## src/rtl/vx_csr_requester.sv

```systemverilog
// vx_csr_requester: initiator side of the per-core CSR access interface.
// It takes one CSR instruction from the SFU issue path at a time. For each
// instruction it issues an optional read, then an optional read-modify-write,
// to the CSR data block. It then returns the old CSR value and an error flag
// to the commit path.
module vx_csr_requester #(
    parameter int XLEN       = 32,
    parameter int NUM_WARPS  = 4,
    parameter int NW_WIDTH   = 2,
    parameter int UUID_WIDTH = 1,
    parameter int ADDR_BITS  = 12
) (
    input  logic                  clk,
    input  logic                  reset_n,

    // instruction request from SFU dispatch
    input  logic                  req_valid,
    output logic                  req_ready,
    input  logic [1:0]            req_op,
    input  logic [ADDR_BITS-1:0]  req_addr,
    input  logic [NW_WIDTH-1:0]   req_wid,
    input  logic [UUID_WIDTH-1:0] req_uuid,
    input  logic [XLEN-1:0]       req_src,
    input  logic                  req_src_zero,
    input  logic                  req_rd_zero,

    // per-warp FPU ops in flight (FP flag hazard)
    input  logic [NUM_WARPS-1:0]  fpu_pending,

    // CSR data block read port
    output logic                  csr_read_enable,
    output logic [UUID_WIDTH-1:0] csr_read_uuid,
    output logic [NW_WIDTH-1:0]   csr_read_wid,
    output logic [ADDR_BITS-1:0]  csr_read_addr,
    input  logic [XLEN-1:0]       csr_read_data_ro,
    input  logic [XLEN-1:0]       csr_read_data_rw,

    // CSR data block write port
    output logic                  csr_write_enable,
    output logic [UUID_WIDTH-1:0] csr_write_uuid,
    output logic [NW_WIDTH-1:0]   csr_write_wid,
    output logic [ADDR_BITS-1:0]  csr_write_addr,
    output logic [XLEN-1:0]       csr_write_data,

    // response to commit
    output logic                  rsp_valid,
    input  logic                  rsp_ready,
    output logic [XLEN-1:0]       rsp_data,
    output logic                  rsp_error,
    output logic [UUID_WIDTH-1:0] rsp_uuid,
    output logic [NW_WIDTH-1:0]   rsp_wid
);

    localparam logic [1:0] OP_RW = 2'd0;
    localparam logic [1:0] OP_RC = 2'd2;

    typedef enum logic [2:0] {
        IDLE  = 3'd0,
        HOLD  = 3'd1,
        READ  = 3'd2,
        WRITE = 3'd3,
        RESP  = 3'd4
    } state_t;

    state_t                  r_state;
    state_t                  w_nextState;

    logic                    r_rstDone;

    logic [1:0]              r_op;
    logic [ADDR_BITS-1:0]    r_addr;
    logic [NW_WIDTH-1:0]     r_wid;
    logic [UUID_WIDTH-1:0]   r_uuid;
    logic [XLEN-1:0]         r_src;
    logic                    r_srcZero;
    logic                    r_rdZero;
    logic [XLEN-1:0]         r_old;
    logic                    r_err;

    logic                    w_accept;
    logic                    w_reqIsFp;
    logic                    w_fpPendReq;
    logic                    w_fpPendHeld;
    logic                    w_needWrite;
    logic                    w_needRead;
    logic                    w_roAddr;
    logic                    w_readEn;
    logic                    w_writeEn;
    logic                    w_rspFire;
    logic [XLEN-1:0]         w_readData;
    logic [XLEN-1:0]         w_newVal;

    // Requests are accepted only in IDLE. Acceptance also waits one clock
    // after reset release, so it starts on a synchronised edge.
    assign req_ready   = r_rstDone && (r_state == IDLE);
    assign w_accept    = req_valid && req_ready;
    assign w_rspFire   = (r_state == RESP) && rsp_ready;

    // The FP CSRs (fflags/frm/fcsr) are the only ones hazarded on in-flight FPU ops.
    assign w_reqIsFp    = (req_addr >= ADDR_BITS'(1)) && (req_addr <= ADDR_BITS'(3));
    assign w_fpPendReq  = fpu_pending[req_wid];
    assign w_fpPendHeld = fpu_pending[r_wid];

    // An instruction decoded from the registered fields.
    assign w_needWrite = (r_op == OP_RW) || !r_srcZero;
    assign w_needRead  = !((r_op == OP_RW) && r_rdZero);
    assign w_roAddr    = (r_addr[ADDR_BITS-1 -: 2] == 2'b11);
    assign w_readData  = csr_read_data_ro | csr_read_data_rw;

    // Tracks the first clock after reset release, so deassertion is synchronised
    always_ff @(posedge clk or negedge reset_n) begin
        if (!reset_n) begin
            r_rstDone <= 1'b0;
        end else begin
            r_rstDone <= 1'b1;
        end
    end

    // State register
    always_ff @(posedge clk or negedge reset_n) begin
        if (!reset_n) begin
            r_state <= IDLE;
        end else begin
            r_state <= w_nextState;
        end
    end

    // Next-state logic and the single-cycle read/write strobes
    always_comb begin
        w_nextState = r_state;
        w_readEn    = 1'b0;
        w_writeEn   = 1'b0;
        case (r_state)
            IDLE: begin
                if (w_accept) begin
                    w_nextState = (w_reqIsFp && w_fpPendReq) ? HOLD : READ;
                end
            end
            HOLD: begin
                if (!w_fpPendHeld) begin
                    w_nextState = READ;
                end
            end
            READ: begin
                w_readEn    = w_needRead;
                w_nextState = (w_needWrite && !w_roAddr) ? WRITE : RESP;
            end
            WRITE: begin
                w_writeEn   = 1'b1;
                w_nextState = RESP;
            end
            RESP: begin
                if (w_rspFire) begin
                    w_nextState = IDLE;
                end
            end
            default: begin
                w_nextState = IDLE;
            end
        endcase
    end

    // Capture the instruction fields when the request is accepted
    always_ff @(posedge clk or negedge reset_n) begin
        if (!reset_n) begin
            r_op      <= '0;
            r_addr    <= '0;
            r_wid     <= '0;
            r_uuid    <= '0;
            r_src     <= '0;
            r_srcZero <= 1'b0;
            r_rdZero  <= 1'b0;
        end else if (w_accept) begin
            r_op      <= req_op;
            r_addr    <= req_addr;
            r_wid     <= req_wid;
            r_uuid    <= req_uuid;
            r_src     <= req_src;
            r_srcZero <= req_src_zero;
            r_rdZero  <= req_rd_zero;
        end
    end

    // Latch the old CSR value in READ. It is zero when the read is skipped.
    always_ff @(posedge clk or negedge reset_n) begin
        if (!reset_n) begin
            r_old <= '0;
        end else if (r_state == READ) begin
            r_old <= w_needRead ? w_readData : '0;
        end
    end

    // Flag an attempted write to a read-only CSR. It is cleared by the next request.
    always_ff @(posedge clk or negedge reset_n) begin
        if (!reset_n) begin
            r_err <= 1'b0;
        end else if (w_accept) begin
            r_err <= 1'b0;
        end else if ((r_state == READ) && w_needWrite && w_roAddr) begin
            r_err <= 1'b1;
        end
    end

    // Read-modify-write value. It is pure bitwise logic, and op 3 behaves as set.
    always_comb begin
        w_newVal = r_old | r_src;
        case (r_op)
            OP_RW:   w_newVal = r_src;
            OP_RC:   w_newVal = r_old & ~r_src;
            default: w_newVal = r_old | r_src;
        endcase
    end

    // Request fields to the CSR block are zero whenever their strobe is idle.
    assign csr_read_enable  = w_readEn;
    assign csr_read_uuid    = w_readEn ? r_uuid : '0;
    assign csr_read_wid     = w_readEn ? r_wid  : '0;
    assign csr_read_addr    = w_readEn ? r_addr : '0;

    assign csr_write_enable = w_writeEn;
    assign csr_write_uuid   = w_writeEn ? r_uuid   : '0;
    assign csr_write_wid    = w_writeEn ? r_wid    : '0;
    assign csr_write_addr   = w_writeEn ? r_addr   : '0;
    assign csr_write_data   = w_writeEn ? w_newVal : '0;

    // Response fields come straight from registers, so they hold steady under backpressure.
    assign rsp_valid = (r_state == RESP);
    assign rsp_data  = rsp_valid ? r_old  : '0;
    assign rsp_error = rsp_valid && r_err;
    assign rsp_uuid  = rsp_valid ? r_uuid : '0;
    assign rsp_wid   = rsp_valid ? r_wid  : '0;

endmodule

```

## config.mk

```make
export PLATFORM = sky130hd
export DESIGN_NAME = vx_csr_requester
export DESIGN_NICKNAME = d
export VERILOG_FILES = /design/src/rtl/vx_csr_requester.sv
export SDC_FILE = /design/constraint.sdc
export NUM_CORES = 1
export LEC_CHECK = 0
export ABC_AREA = 1
export CORE_ASPECT_RATIO = 0.8
export CORE_MARGIN = 8
export CORE_UTILIZATION = 35
export CTS_CLUSTER_SIZE = 25
export DETAILED_ROUTE_END_ITERATION = 7
export DONT_BUFFER_PORTS = 1
export GPL_TIMING_DRIVEN = 1
export PLACE_DENSITY_LB_ADDON = 0.05
export SETUP_SLACK_MARGIN = 0.3
export SYNTH_ARGS = -nofsm -noshare
export SYNTH_HDL_FRONTEND = slang
export SYNTH_SLANG_ARGS = --single-unit
export TNS_END_PERCENT = 30
```

## constraint.sdc

```tcl
create_clock -name clk -period 1.9 [get_ports clk]
set_input_delay 0.38 -clock clk [delete_from_list [all_inputs] [get_ports clk]]
set_output_delay 0.38 -clock clk [all_outputs]
set_load 0.02 [all_outputs]
```

==> impl_metrics.csv <==
group,metric,value,unit
run_status,status,"complete, but fails checks",
run_status,violations,"negative hold slack, negative setup slack",
synth,synth_edf_count,0,
grt,grt.overflow.total,0,
die,die_area,0.01853,mm^2
cts,clock_sinks,88,
grt,met1_usage,21.14,%
routing,dr.pass1.iters,4,
synth,yosys_warnings,0,
synth,synth_top_flop_cell,"dfrtp_1",
setup_path,crit_required,1520,ps
synth,ys_seq_area_share,43.66,%
cts,clk_pin_slew_worst_paths,60,ps
sta,rsz0062_at_grt,"yes",
run,cap_violations,0,
grt,track_usage,17.57,%
synth,synth_area,0.005044,mm^2
sta,whs,-273.4,ps
grt,antenna_found_initial,0,
grt,grt_pass1_vias,4506,
place,port-buffer-count,0,
place,place_ws,96.13,ps
die,io_pins,225,
finish,fillers,1284,
pwr,powerDensity,1610,mW/mm^2
routing,vias_per_cell,4.949,
synth,yosysTopAreaCellShare,43.66,%
grt,globalRouteMet2Util,29.47,%
synth,synthArstFlopShare,100.0,%
finish,n_antenna_cell,0,
finish,syn_to_final_growth,54.38,%
cts,clockBufferDepth,2,
synth,netlist_top_cells_count,"nor2_1, inv_1, o21ai_2",
finish,drive_gt1_share,58.60,%
place,postPlaceCellArea,0.005841,mm^2
worst_hold_path,hp-class,"input pin to asynchronous set/reset pin",
synth,synth_top_area_cell,"dfrtp_1",
cts,root_buffer,"clkbuf_16",
routing,avgRoutedWirePerCell,19.53,um
cts,cts_tree,"yes",
grt,grt_util_met3,5.706,%
routing,drtAntennaViolNets,0,
synth,syn-num-nets,735,
setup_path,start_kind,"flop",
sta,fin_worst_skew,6.735,ps
grt,grt_pass1_wl,24.92,mm
pwr,power.leakage,3.459,nW
finish,final_nets,816,
cts,cts.htree.levels,3,
place,place_congestion,0.7838,
sta,hold_viol,88,
finish,finalCoreUtilization,54.83,%
synth,synthCells,612,
die,rows,39,
setup_path,critPathCaptureType,"output port",
place,place_hpwl,11.28,mm
synth,synth.most_common_cell,"nor2_1",
sta,finalCritPeriodShare,107.3,%
routing,vias,4365,
die,fp.dieW,150.2,um
cts,clock_latency,340,ps
sta,max_freq,0.4905,GHz
pwr,ir_drop,0.6580,mV
synth,postSynthRegisterBits,88,
synth,yosys-top-cells-area,"dfrtp_1, o21ai_2, nor2_1, inv_1, nand2_2",
grt,grt_busiest_layer,"met2",
die,die_y,123.4,um
routing,wirelength,17.23,mm
sta,setup_ws,-138.8,ps
sta,setup_violations,94,
cts,cts_buffers,9,
routing,drc,0,
die,start_util,35.52,%
die,coreArea,0.01420,mm^2
synth,syn-mean-instance-area,8.241,um^2
setup_path,critPathMaxFanout,7,
sta,slew_violations,0,
synth,yosysUniqueCellTypes,26,
finish,post-route-cell-area,0.007786,mm^2
setup_path,arrival,1660,ps
setup_path,critPathKind,"flop to output port",
grt,grt_max_degree,89,
sta,fin_crit,2039,ps
routing,drtIter0Drc,147,
==> worst paths after layout <==
kind                                         from                      to  slack (ps)  cells after the start
setup reg to reg           r_state[1]$_DFFE_PN0P_   r_src[22]$_DFFE_PN0P_         100                      8
hold reg to reg              r_rdZero$_DFFE_PN0P_    r_rdZero$_DFFE_PN0P_         480                      2
hold / removal                            reset_n    r_old[8]$_DFFE_PN0N_        -270                      0
min in group clk                      req_src[20]   r_src[20]$_DFFE_PN0P_         130                      2
setup / recovery           r_state[0]$_DFFE_PN0P_       csr_write_addr[6]        -140                      7
max in group asynchronous                 reset_n  r_state[2]$_DFFE_PN0P_        2030                      0
==> cell families after synthesis <==
family	count (synthesis)	synth area share, %
flops	88	43.66
compound gates	181	25.03
buf+inv	137	13.10
other cells	1	0.07435
simple gates	205	18.13
==> where the power goes <==
group,internal [mW],total (mW),switching (mW)
Combinational,2.66,7.11,4.46
Sequential,2.81,3.35,0.545
Clock,1.32,2.07,0.751
==> area by class of cell <==
cell class              count  area, um^2  share of cell area, %
clock buffers              11       242.7                  3.117
clock inverters             5       103.9                  1.334
inverters                 105       439.2                  5.640
multi-input cells         387        3226                  41.43
flip-flops and latches     88        2205                  28.31
well taps                 184       230.2                  2.957
repair buffers            101        1329                  17.07
repair inverters            1       11.26                 0.1446
==> what timing repair did <==
action / in CTS / in global routing
resized for setup: 188 / 139
buffers inserted: 13 / 6
pin swaps: 49 / 61
endpoints found under the hold margin: 88 / 88
setup endpoints to repair: 145 / 182
cloned: 4 / 4
==> critical path: stages (launching register included) <==
cell	delay (ps)
dfrtp_2	400
inv_4	50
nor3_4	210
buf_12	180
inv_4	70
clkbuf_16	180
nor2_4	100
buf_6	130
==> state kept, by name, indices dropped and copies added (netlist names) <==
| signal | count |
|---|---|
| r_srcZero | 1 |
| r_err | 1 |
| r_op | 2 |
| r_uuid | 1 |
| r_src | 32 |
| r_rdZero | 1 |
| r_state | 3 |
| r_wid | 2 |
| r_rstDone | 1 |
| r_old | 32 |
| r_addr | 12 |
==> placed cells by master, fill, tap and decap left out, types with 15 or more instances in the layout <==
master | synthesis | layout
nor2_2 | 0 | 29
inv_1 | 99 | 97
a21oi_1 | 35 | 23
o21ai_2 | 94 | 106
dfrtp_1 | 88 | 86
o21ai_4 | 0 | 15
nand2_1 | 51 | 32
o21ai_1 | 14 | 18
buf_4 | 0 | 23
nor2_4 | 0 | 64
nand2_4 | 1 | 34
nand2_2 | 31 | 17
buf_6 | 4 | 54
==> per-stage QoR <==
stage / TNS, ps / instances / hold slack [ps] / power (mW)
floorplan: 0 / 612 / 84.41 / 7.244
global placement: 0 / 839 / 87.96 / 8.451
detailed placement: 0 / 839 / 88.53 / 8.543
CTS: -7113 / 872 / -295.0 / 11.81
global route: -13610 / 882 / -302.6 / 13.35
finish: -6055 / 882 / -273.4 / 12.54
==> layer usage <==
layer / up-vias / part of all wire [%]
met3: 22 / 6.9
li1: 2093 / -
met5: - / 0
met4: 0 / 2.1
met2: 138 / 49
met1: 2112 / 42
(Power assumes the default switching activity.)
